==> src/rtl/mem_sched.sv <==
// Round-robin byte-serial scheduler sharing one 8-bit memory port among fetch, load and store.
// Optional build macro IO_BUF_STALL_EN: stalls stores to the UART window while its buffer is full.
module mem_sched #(
  parameter int ADDR_W = 32
) (
  input  logic              clk_in,
  input  logic              rst_in,
  input  logic              rdy_in,
  input  logic              clear_in,
  input  logic              if_req_in,
  input  logic [ADDR_W-1:0] if_addr_in,
  output logic              if_done_out,
  output logic [31:0]       if_data_out,
  input  logic              lr_req_in,
  input  logic [ADDR_W-1:0] lr_addr_in,
  input  logic [1:0]        lr_len_in,
  output logic              lr_done_out,
  output logic [31:0]       lr_data_out,
  input  logic              lw_req_in,
  input  logic [ADDR_W-1:0] lw_addr_in,
  input  logic [1:0]        lw_len_in,
  input  logic [31:0]       lw_data_in,
  output logic              lw_done_out,
  input  logic              io_buffer_full_in,
  input  logic [7:0]        mem_din,
  output logic [ADDR_W-1:0] mem_a_out,
  output logic [7:0]        mem_dout,
  output logic              mem_wr_out
);

  typedef enum logic [1:0] {S_IDLE, S_READ, S_WRITE, S_DONE} state_t;
  typedef enum logic [1:0] {G_IF = 2'd0, G_LR = 2'd1, G_LW = 2'd2} gnt_t;

  state_t            state, state_d;
  gnt_t              gnt, gnt_d;
  logic [1:0]        last, last_d;
  logic [2:0]        cnt, cnt_d;
  logic [ADDR_W-1:0] mem_a_d;
  logic [7:0]        mem_dout_d;
  logic              mem_wr_d;
  logic              if_done_d, lr_done_d, lw_done_d;
  logic [31:0]       if_data_d, lr_data_d;
  logic [31:0]       rd_buf, rd_buf_d;

  logic [2:0]        cur_len;
  logic [ADDR_W-1:0] cur_addr;
  logic [2:0]        elig;
  logic [2:0]        pick;
  logic              stall;
  logic              abort;

  // Returns {found, index}; search order is last+1, last+2, last.
  function automatic logic [2:0] rr_pick(input logic [1:0] last_g, input logic [2:0] req);
    logic [1:0] o0, o1, o2;
    case (last_g)
      2'd0:    begin o0 = 2'd1; o1 = 2'd2; o2 = 2'd0; end
      2'd1:    begin o0 = 2'd2; o1 = 2'd0; o2 = 2'd1; end
      default: begin o0 = 2'd0; o1 = 2'd1; o2 = 2'd2; end
    endcase
    if (req[o0])      return {1'b1, o0};
    else if (req[o1]) return {1'b1, o1};
    else if (req[o2]) return {1'b1, o2};
    return 3'b000;
  endfunction

  function automatic logic [31:0] merge_byte(input logic [31:0] word, input logic [1:0] lane,
                                             input logic [7:0] b);
    logic [31:0] w;
    w = word;
    w[{lane, 3'b000} +: 8] = b;
    return w;
  endfunction

`ifdef IO_BUF_STALL_EN
  assign stall = (lw_addr_in[17:16] == 2'b11) && io_buffer_full_in;
`else
  logic unused_io_full;
  assign unused_io_full = io_buffer_full_in;
  assign stall = 1'b0;
`endif

  always_comb begin
    cur_len  = {1'b0, lw_len_in};
    cur_addr = lw_addr_in;
    case (gnt)
      G_IF:    begin cur_len = 3'd3;             cur_addr = if_addr_in; end
      G_LR:    begin cur_len = {1'b0, lr_len_in}; cur_addr = lr_addr_in; end
      default: begin cur_len = {1'b0, lw_len_in}; cur_addr = lw_addr_in; end
    endcase
  end

  // The requester finishing in DONE still holds req that edge, so it sits out one arbitration.
  always_comb begin
    elig = {lw_req_in, lr_req_in, if_req_in};
    if (clear_in) elig[1:0] = 2'b00;
    if (state == S_DONE) begin
      case (gnt)
        G_IF:    elig[0] = 1'b0;
        G_LR:    elig[1] = 1'b0;
        default: elig[2] = 1'b0;
      endcase
    end
    pick  = rr_pick(last, elig);
    abort = clear_in && (gnt != G_LW);
  end

  always_comb begin
    state_d    = state;
    gnt_d      = gnt;
    last_d     = last;
    cnt_d      = cnt;
    mem_a_d    = '0;
    mem_dout_d = '0;
    mem_wr_d   = 1'b0;
    if_done_d  = 1'b0;
    lr_done_d  = 1'b0;
    lw_done_d  = 1'b0;
    if_data_d  = if_data_out;
    lr_data_d  = lr_data_out;
    rd_buf_d   = rd_buf;
    case (state)
      S_IDLE, S_DONE: begin
        state_d = S_IDLE;
        cnt_d   = 3'd0;
        if (!(state == S_DONE && abort) && pick[2]) begin
          gnt_d  = gnt_t'(pick[1:0]);
          last_d = pick[1:0];
          if (pick[1:0] == G_LW) begin
            state_d = S_WRITE;
            if (!stall) begin
              mem_a_d    = lw_addr_in;
              mem_dout_d = lw_data_in[7:0];
              mem_wr_d   = 1'b1;
              cnt_d      = 3'd1;
            end
          end else begin
            state_d  = S_READ;
            mem_a_d  = (pick[1:0] == G_IF) ? if_addr_in : lr_addr_in;
            cnt_d    = 3'd1;
            rd_buf_d = '0;
          end
        end
      end
      S_WRITE: begin
        if (cnt <= cur_len) begin
          if (!stall) begin
            mem_a_d    = cur_addr + ADDR_W'(cnt);
            mem_dout_d = lw_data_in[{cnt[1:0], 3'b000} +: 8];
            mem_wr_d   = 1'b1;
            cnt_d      = cnt + 3'd1;
          end
        end else begin
          state_d   = S_DONE;
          lw_done_d = 1'b1;
        end
      end
      S_READ: begin
        if (abort) begin
          state_d = S_IDLE;
          cnt_d   = 3'd0;
        end else begin
          // cnt is the edge index: issue byte cnt, capture byte cnt-2.
          if (cnt <= cur_len) mem_a_d = cur_addr + ADDR_W'(cnt);
          if (cnt >= 3'd2) rd_buf_d = merge_byte(rd_buf, cnt[1:0] - 2'd2, mem_din);
          if (cnt == cur_len + 3'd2) begin
            state_d = S_DONE;
            if (gnt == G_IF) begin
              if_done_d = 1'b1;
              if_data_d = rd_buf_d;
            end else begin
              lr_done_d = 1'b1;
              lr_data_d = rd_buf_d;
            end
          end
          cnt_d = cnt + 3'd1;
        end
      end
      default: state_d = S_IDLE;
    endcase
  end

  always_ff @(posedge clk_in or posedge rst_in) begin
    if (rst_in) begin
      state       <= S_IDLE;
      gnt         <= G_IF;
      last        <= 2'd2;
      cnt         <= 3'd0;
      mem_a_out   <= '0;
      mem_dout    <= '0;
      mem_wr_out  <= 1'b0;
      if_done_out <= 1'b0;
      lr_done_out <= 1'b0;
      lw_done_out <= 1'b0;
      if_data_out <= '0;
      lr_data_out <= '0;
    end else if (rdy_in) begin
      state       <= state_d;
      gnt         <= gnt_d;
      last        <= last_d;
      cnt         <= cnt_d;
      mem_a_out   <= mem_a_d;
      mem_dout    <= mem_dout_d;
      mem_wr_out  <= mem_wr_d;
      if_done_out <= if_done_d;
      lr_done_out <= lr_done_d;
      lw_done_out <= lw_done_d;
      if_data_out <= if_data_d;
      lr_data_out <= lr_data_d;
    end
  end

  always_ff @(posedge clk_in) begin
    if (rdy_in) rd_buf <= rd_buf_d;
  end

endmodule

==> config.mk <==
export PLATFORM = sky130hd
export DESIGN_NAME = mem_sched
export DESIGN_NICKNAME = d
export VERILOG_FILES = /design/src/rtl/mem_sched.sv
export SDC_FILE = /design/constraint.sdc
export NUM_CORES = 1
export LEC_CHECK = 0
export CORE_ASPECT_RATIO = 0.8
export CORE_MARGIN = 4
export CORE_UTILIZATION = 34
export CTS_CLUSTER_SIZE = 14
export DETAILED_ROUTE_END_ITERATION = 7
export PLACE_DENSITY_LB_ADDON = 0.08
export SLEW_MARGIN = 20
export SYNTH_ARGS = -nofsm -noshare
export SYNTH_HDL_FRONTEND = slang
export SYNTH_SLANG_ARGS = --single-unit
==> constraint.sdc <==
create_clock -name clk_in -period 5.7 [get_ports clk_in]
set_clock_uncertainty 0.2 [all_clocks]
set_input_delay 1.14 -clock clk_in [delete_from_list [all_inputs] [get_ports clk_in]]
set_output_delay 1.14 -clock clk_in [all_outputs]
set_load 0.02 [all_outputs]
# Yosys cells after proc, flatten, opt, wreduce, memory -nomap -nowiden
# Index checks and enable logic that the tools add are counted.
op_classes:
  add_sub_neg: 5
  n_lt_le_gt_ge: 5
  eq_ne: 14
  shift: 3
  mux: 63
  bitwise_logic: 2
  reduce_logical: 17
ops:
  columns: ["operator", "n"]
  rows:
  - ["two-way mux 32 bit", 9]
  - ["case mux 32 bit (2 select lines)", 2]
  - ["case mux 32 bit (3 select lines)", 1]
  - ["adder 32 x 3 -> 32 bit", 1]
  - ["bitwise mux 32 bit", 1]
  - ["variable shift 8 x 7 -> 32 bit (first input constant)", 1]
  - ["indexed part select 32 x 6 -> 8 bit", 1]
  - ["indexed part select 8 x 7 -> 32 bit", 1]
  - ["two-way mux 8 bit", 3]
  - ["two-way mux 1 bit", 23]
  - ["two-way mux 3 bit", 7]
  - ["case mux 2 bit (2 select lines)", 4]
  - ["case mux 8 bit (2 select lines)", 1]
  - ["AND reduction 5 bit", 3]
  - ["two-way mux 2 bit", 6]
  - ["!= test 2 bit (second input constant)", 6]
  - ["less-than comparator 2 x 3 -> 1 bit (second input constant)", 3]
  - ["case mux 3 bit (3 select lines)", 1]
  - ["zero test 2 bit", 4]
  - ["negation 5 -> 7 bit", 1]
  - ["binary-select mux 1 bit (select 2 bit)", 3]
  - ["== test 2 x 1 -> 1 bit (second input constant)", 3]
  - ["== test 2 bit (second input constant)", 3]
  - ["case mux 2 bit (3 select lines)", 1]
  - ["other kinds (15)", 20]
word_totals:
  regBits: 149
  output_inout_bits: 108

# Logic depth before layout (Yosys ltp)
# Gate-level depths: netlist (run 1).
logic_depth:
  word_depth: 15
  depth_mapped: 15

# Worst setup path after synthesis (run 1)
# Ideal clock, no wire load.
synth_path:
  path_kind: "in2reg"
  from: "input port clear_in"
  to: "register rd_buf[0] (enable)"
  setup_time_ns: 0.432
  arrival_time_ns: 3.568
  required_ns: 5.068
  setup_slack_ns: 1.501
  path_stages: 4
  path_cell_list: "or3b_1 -> o311a_1 -> or3_1 -> a21oi_1"
synth_via:
  elab_chain_cells: 12
synth_lines:
  columns: ["item", "line_no", "source"]
  rows:
  - ["from (decl)", "9", "input logic clear_in,"]
  - ["two-way mux 2 bit", "95", "if (clear_in) elig[1:0] = 2'b00;"]
  - ["two-way mux 1 bit", "97", "case (gnt)"]
  - ["two-way mux 3 bit", "96", "if (state == S_DONE) begin"]
  - ["binary-select mux 1 bit (select 2 bit)", "62", "else if (req[o2]) return {1'b1, o2};"]
  - ["two-way mux 1 bit (not written as such)", "62", null]
  - ["two-way mux 1 bit", "62", null]
  - ["two-way mux 1 bit", "61", "else if (req[o1]) return {1'b1, o1};"]
  - ["two-way mux 1 bit", "60", "if (req[o0]) return {1'b1, o0};"]
  - ["two-way mux 3 bit", "63", "return 3'b000;"]
  - ["== test 2 bit or logical AND 1 bit (tied branches)", "128, 125", null]
  - ["!= test 2 bit (no line)", null, null]
  - ["AND reduction 5 bit (no line) *", null, null]
  - ["to (signal assigned)", "213", "if (rdy_in) rd_buf <= rd_buf_d;"]
  - ["to (decl)", "43", "logic [31:0] rd_buf, rd_buf_d;"]
# Every way passes the cells marked *; elsewhere a longest branch is shown, timed or not. The select of a mux whose other input is x is not followed.
# A chain may end at the register's enable or synchronous reset.

# Final worst setup path (run 1)
layout_path:
  from: "input port if_addr_in[2]"
  to: "register mem_a_out[21]"
layout_via:
  elab_chain_cells: 5
layout_lines:
  columns: ["item", "line_no", "source"]
  rows:
  - ["from (decl)", "11", "input logic [ADDR_W-1:0] if_addr_in,"]
  - ["case mux 32 bit (2 select lines) *", "85", "case (gnt)"]
  - ["adder 32 x 3 -> 32 bit *", "147, 163", null]
  - ["two-way mux 32 bit *", "163", "if (cnt <= cur_len) mem_a_d = cur_addr + ADDR_W'(cnt);"]
  - ["two-way mux 32 bit", "158", "if (abort) begin"]
  - ["case mux 32 bit (3 select lines) *", "121", "case (state)"]
  - ["to (signal assigned)", "201", "mem_a_out <= mem_a_d;"]
  - ["to (decl)", "26", "output logic [ADDR_W-1:0] mem_a_out,"]
# Every way passes the cells marked *; elsewhere a longest branch is shown, timed or not.

==> run summary, run 1 <==
Final Hold Viols: 0
Max Fclk: 0.249 GHz
Final non-filler cell total: 1467
Placed wire-length estimate: 21300 um
Vias in the first global route: 7729
Sequential share of the synthesized area: 44.4%
Synth unique cells: 77
Crit path max fanout: 4
Least-Margin Pin Slew: 1.02 ns
Post-route cell area: 12200 sq um
Port Buf Inserts: 254
Worst Reg-to-Reg Cells: 11
Min-delay src: lr_done_out$_DFFE_PP0P_
Syn Inst Count: 900
Final Cycle Share: 70.6%
RSZ-0062 raised after global routing: false
Reg2reg end: mem_a_out[31]$_DFFE_PP0P_
Worst path bufs/invs: 1
Net Count, Synth: 1065
Worst-Skew Late Latency: 0.43 ns
Die H: 151 um
ANT cells: 0
Root Driver: clkbuf_16
CTS clk-pin slew, worst paths: 0.07 ns
Layout cell share with drive strength beyond 1: 7.70%
Fin Setup TNS: 0 ns
Hold crit path type: flop to flop
Die area: 28200 sq um
CORE AREA: 25200 sq um
CP Class: input pin to flop
Synth Area per Inst: 9.66 sq um
CTS tree: built
DR pass1 iterations: 5
Critical R2R Launch: gnt[0]$_DFFE_PP0P_
Gr usage total: 20.9%
Total CTS buffers: 17
Slowest cell on crit path: nor3_1
Ys Warns: 0
Startpoint Class: input pin
Max Slew Vio Count: 0
Post-CTS setup buffer count: 0
P&R area growth vs syn: 39.8%
Worst setup margin: 1.68 ns
Iter 0 DRT Violations: 554
PostCTS Resize Cnt: 0
Clk buf depth: 2
DRT Wirelength: 29700 um
Avg WL per Cell: 20.3 um
Max rail drop VDD: 208 uV
Outcome: completed
Total congestion overflow: 0
Leakage power: 4.91 nW
Cts hold-fix bufs: 0
Crit path largest cell delay: 0.51 ns
Post-synth EDFFs: 32
Final-report setup violation count: 0
Row count: 52
Hold Path Sink: lr_done_out$_DFFE_PP0P_
CTS sink count: 148
WP data arrival: 4.14 ns
Cell family with most CP delay: simple AND/OR/NAND/NOR gates
Hold depth: 1
H-tree depth: 4
Max_slew headroom: 31.6%
Global-route wire length before repair: 46000 um
Largest net degree at the start of global routing: 66
Power Total: 0.00614 W
Die width: 187 um
FF+latch count, synth: 148
DR vias/cell: 5.34
Post-synthesis cell area: 8700 sq um
Final period demand of the worst path: 4.02 ns
Number of top-level pins: 256
Placed cell count: 1434
Nets: 1295
Vias: 7827
R2r setup slk: 1.73 ns
Worst EP required: 5.82 ns
Initial antenna violation count: 0
Worst setup EP type: flop
Pwr Density: 505 nW/um^2
Max-cap violations: 0
Drc violations: 0
Initial Utilization: 34.5%
Final ANT Viol Nets: 0
RePlAce Congestion: 0.838
Post-synth ARST share: 78.4%
Worst-path cell chain: clkdlybuf4s50_1 > mux2i_1 > o21ai_0 > ha_1 > and3_1 > a211oi_1 > nor3_1 > nand4_1 > nor4_2 > xnor2_1 > a221o_1
Placed Area: 11500 sq um
Main synth FF type: dfrtp_1
Pre-CTS setup slack: 1.20 ns
-- layer usage --
metal | vias up | GRT usage [%] | wire length, um
li1 | 3792 | - | -
met1 | 3746 | 32.0 | 15100
met2 | 270 | 29.6 | 12200
met3 | 19 | 6.15 | 2220
met4 | 0 | 3.77 | 240
met5 | - | 0 | 0
-- metrics by stage --
| stage | hold slack (ns) | utilization, % |
|---|---|---|
| 4_1_cts | 0.284 | 48.0 |
| 3_3_place_gp | 0.260 | 45.6 |
| 5_1_grt | 0.302 | 48.2 |
| 6_report | 0.278 | 48.2 |
| 2_1_floorplan | 0.270 | - |
| 3_5_place_dp | 0.268 | 45.6 |
-- worst max path at each step --
stage	start	to	slack (ns)	depth (start not counted)
after floorplan	rst_in	cnt[0]$_DFFE_PP0P_	1.29	1
after global placement	lw_len_in[1]	mem_a_out[31]$_DFFE_PP0P_	1.23	11
after detailed placement	lw_len_in[1]	mem_a_out[31]$_DFFE_PP0P_	1.20	11
after CTS	lw_len_in[1]	mem_a_out[31]$_DFFE_PP0P_	1.66	11
after global routing	gnt[0]$_DFFE_PP0P_	mem_a_out[31]$_DFFE_PP0P_	1.34	11
final	if_addr_in[2]	mem_a_out[21]$_DFFE_PP0P_	1.68	11
-- registers in the layout, summed over array words and instances, names as in the netlist, 2 cells and up --
name         count
cnt              3
mem_a_out       32
if_data_out     32
gnt              2
state            2
mem_dout         8
rd_buf          32
lr_data_out     32
-- layout by cell type (no fill, tap or decap), drive strengths merged, types with 8 or more instances in the layout --
master and n:
o2bb2ai 8, buf 16, a32oi 10, ha 16
nor2b 34, and3 36, nand2 49, o21ai 26
clkdlybuf4s50 254, xnor2 15, a21oi 140, a2bb2oi 9
mux2 17, dfrtp 115, a22oi 11, inv 29
nand3 11, and2 9, clkbuf 18, nor4 8
nor3 16, mux2i 37, mux4 8, a221o 12
nor2 102, a22o 17, edfxtp 32, xor2 8
-- cells by family after synthesis --
logic type	after synthesis	synth area share (%)
flops	148	44.4
compound gates	276	20.3
xor+xnor	23	2.32
buf+inv	78	3.88
simple gates	296	17.9
fa+ha+maj	17	2.53
mux	62	8.66
-- synth_stat cells, types with 7 or more instances --
master,number,area share (%)
a21oi_1,140,8.1
dfrtp_1,115,33
nor2_1,102,4.4
nand2_1,47,2.0
clkbuf_1,42,1.8
and3_1,36,2.6
mux2i_1,35,4.0
nor2b_1,34,2.4
edfxtp_1,32,11
inv_1,18,0.78
a22o_1,17,1.7
ha_1,16,2.3
o21ai_0,16,0.92
xnor2_1,15,1.5
nor3_1,14,0.81
a221o_1,12,1.4
a22oi_1,11,0.95
nand3_1,11,0.63
a32oi_1,10,1.0
o21ai_1,10,0.58
a2bb2oi_1,9,0.91
buf_2,9,0.52
mux2_2,9,1.2
mux4_2,8,2.1
o2bb2ai_1,8,0.81
xor2_1,8,0.81
mux2_1,7,0.91
-- cell type report --
cell class                      count  area [sq um]
Fill cell                        2455         13100
Multi-Input combinational cell    674          4510
Sequential cell                   148          3870
Timing Repair Buffer              270          2680
Clock buffer                       18           439
Tap cell                          324           405
Clock inverter                     14           179
Inverter                           19          73.8
-- report_power, final --
part	switching [W]	internal [W]
Clock	0.000526	0.000682
Sequential	0.000273	0.00154
Combinational	0.00176	0.00136
Total	0.00256	0.00358
Power figures use the tool's default switching activity.
==> run 2: changes to the inputs <==
==> constraint.sdc (replaced) <==
create_clock -name clk_in -period 3.3 [get_ports clk_in]
set_clock_uncertainty 0.2 [all_clocks]
set_input_delay 0.66 -clock clk_in [delete_from_list [all_inputs] [get_ports clk_in]]
set_output_delay 0.66 -clock clk_in [all_outputs]
set_load 0.02 [all_outputs]
==> run summary, run 2 (synthesis results as in run 1) <==
Outcome: completed
Largest net degree at the start of global routing: 66 (unchanged)
Cell family with most CP delay: compound AO/OA/AOI/OAI gates
Hold crit path type: flop to flop
Total congestion overflow: 0 (unchanged)
RSZ-0062 raised after global routing: true
Startpoint Class: input pin
DR vias/cell: 5.31 (-0.50%)
Max rail drop VDD: 424 uV (+100%)
Layout cell share with drive strength beyond 1: 13.3% (+5.6 points)
Clock Power Share: 18.5% (-1.2 points)
CTS tree: built
DRT Wirelength: 30600 um (+2.8%)
P&R area growth vs syn: 47.4%
R2r setup slk: 0.24 ns (-1.49 ns)
Sw frac: 41.2% (-0.53 points)
DR pass1 iterations: 5 (unchanged)
Slowest cell on crit path: clkdlybuf4s50_1
Die width: 187 um (unchanged)
WP data arrival: 3.28 ns (-0.86 ns)
Worst-path cell chain: clkdlybuf4s50_1 > mux2i_1 > o21ai_1 > ha_1 > and3_1 > a211oi_2 > nor3_2 > nand4_1 > buf_4 > nor3_4 > xnor2_1 > a221o_1
Hold depth: 1 (unchanged)
CORE AREA: 25200 sq um (unchanged)
Max_slew headroom: 51.0% (+19 points)
Met3 Track Usage GR: 5.32% (-0.83 points)
GR peak layer: met1
Core Util, Final: 50.8% (+2.6 points)
Row count: 52 (unchanged)
Pwr Density: 867 nW/um^2 (+72%)
CTS clk-pin slew, worst paths: 0.07 ns (about the same)
Vias: 8165 (+4.3%)
Met1 usage in global routing: 31.8% (-0.19 points)
CP Class: input pin to flop
Final-report setup violation count: 0 (unchanged)
Reg2reg end: mem_a_out[22]$_DFFE_PP0P_
Worst setup EP type: flop
Post-route cell area: 12800 sq um (+5.4%)
Register area: 3870 sq um (unchanged)
Placed Area: 12200 sq um (+5.6%)
Max-cap violations: 0 (unchanged)
Global-route wire length before repair: 46500 um (+0.88%)
Avg WL per Cell: 19.9 um (-2.0%)
Iter 0 DRT Violations: 631 (+14%)
Clk buf depth: 2 (unchanged)
Seq pwr share: 27.6% (-1.9 points)
Critical Path Stages: 12 (+1)
Final Cycle Share: 96.4%
Worst EP required: 3.40 ns (-2.42 ns)
Final Hold Viols: 0 (unchanged)
Filler cells: 2402 (-2.2%)
Number of top-level pins: 256 (unchanged)
Max Fclk: 0.314 GHz
Footprint of the multi-input gates: 4550 sq um (+0.78%)
Worst Reg-to-Reg Cells: 11 (unchanged)
Final period demand of the worst path: 3.18 ns
Initial antenna violation count: 2 (+2)
Max Slew Vio Count: 0 (unchanged)
Commonest non-fill, non-tap cells in the layout: 254 x clkdlybuf4s50_1, 138 x a21oi_1, 114 x dfrtp_1
Drc violations: 0 (unchanged)
Logic pwr share: 53.9% (+3.0 points)
Cts hold-fix bufs: 0 (unchanged)
Total CTS buffers: 17 (unchanged)
Min-delay src: lw_done_out$_DFFE_PP0P_
CTS sink count: 148 (unchanged)
Commonest non-fill, non-tap cell in the layout: clkdlybuf4s50_1
Leakage power: 5.30 nW (+8.0%)
Root Driver: clkbuf_16
Int Power: 0.00653 W (+82%)
RePlAce Congestion: 0.961 (+15%)
NetSw: 0.00457 W (+78%)
Vias in the first global route: 7930 (+2.6%)
Worst-Skew Late Latency: 0.42 ns (about the same)
H-tree depth: 4 (unchanged)
Initial Utilization: 34.5% (unchanged)
Die area: 28200 sq um (unchanged)
Port Buf Inserts: 254 (unchanged)
Final ANT Viol Nets: 0 (unchanged)
Crit path largest cell delay: 0.47 ns (-0.04 ns)
Worst path bufs/invs: 2 (+1)
Placed wire-length estimate: 22700 um (+6.7%)
Gr usage total: 21.1% (+0.14 points)
Met2 usage: 30.9% (+1.3 points)
Crit path max fanout: 3 (-1)
Critical R2R Launch: gnt[1]$_DFFE_PP0P_
Hold Path Sink: lw_done_out$_DFFE_PP0P_
Least-Margin Pin Slew: 0.730 ns (-0.295 ns)
Nets: 1365 (+5.4%)
Die H: 151 um (unchanged)
run 2: timing repair:
| item | CTS | global route |
|---|---|---|
| gates resized for setup | 0 | 9 |
| endpoints found under the hold margin | 0 | 0 |
| endpoints found under the setup margin | 0 | 19 |
| buffers inserted | 0 | 2 |
run 2: area by class of cell:
cell class | instances | share of cell area, %
Multi-Input combinational cell | 674 | 35.5
Sequential cell | 148 | 30.2
Timing Repair Buffer | 340 | 25.8
Clock buffer | 19 | 3.62
Tap cell | 324 | 3.16
Clock inverter | 13 | 1.19
Inverter | 19 | 0.586
Antenna cell | 1 | 0.0195
run 2: power groups by stage:
stage	logic (W)	registers, W	clock network (W)
finish	0.00599	0.00307	0.00206
global route	0.00646	0.00315	0.00219
CTS	0.00597	0.00307	0.00210
detailed placement	0.00595	0.00309	0
global placement	0.00591	0.00308	0
floorplan	0.00275	0.00363	0
run 2: through the flow:
| step | setup TNS [ns] | std cells | power (W) | setup slack (ns) | hold WS (ns) |
|---|---|---|---|---|---|
| 2_1_floorplan | -0.0422 | 900 | 0.00639 | -0.0257 | 0.270 |
| 3_3_place_gp | -4.30 | 1503 | 0.00899 | -0.305 | 0.262 |
| 3_5_place_dp | -5.79 | 1503 | 0.00904 | -0.391 | 0.271 |
| 4_1_cts | 0 | 1535 | 0.0111 | 0.0892 | 0.285 |
| 5_1_grt | -0.0464 | 1538 | 0.0118 | -0.0262 | 0.299 |
| 6_report | 0 | 1538 | 0.0111 | 0.120 | 0.280 |
run 2: worst max-delay path by stage:
stage	from	end	slack, ns
after floorplan	gnt[1]$_DFFE_PP0P_	mem_a_out[17]$_DFFE_PP0P_	-0.03
after global placement	lr_addr_in[1]	mem_a_out[28]$_DFFE_PP0P_	-0.30
after detailed placement	lr_addr_in[1]	mem_a_out[28]$_DFFE_PP0P_	-0.39
after CTS	lr_addr_in[1]	mem_a_out[28]$_DFFE_PP0P_	0.09
after global routing	if_addr_in[2]	mem_a_out[23]$_DFFE_PP0P_	-0.03
final	lr_addr_in[1]	mem_a_out[23]$_DFFE_PP0P_	0.12
run 2: layer usage:
metal / share of wire [%] / up-vias
li1: - / 3924
met5: 0.036 / -
met4: 0.91 / 2
met2: 42 / 246
met3: 6.5 / 20
met1: 50 / 3973
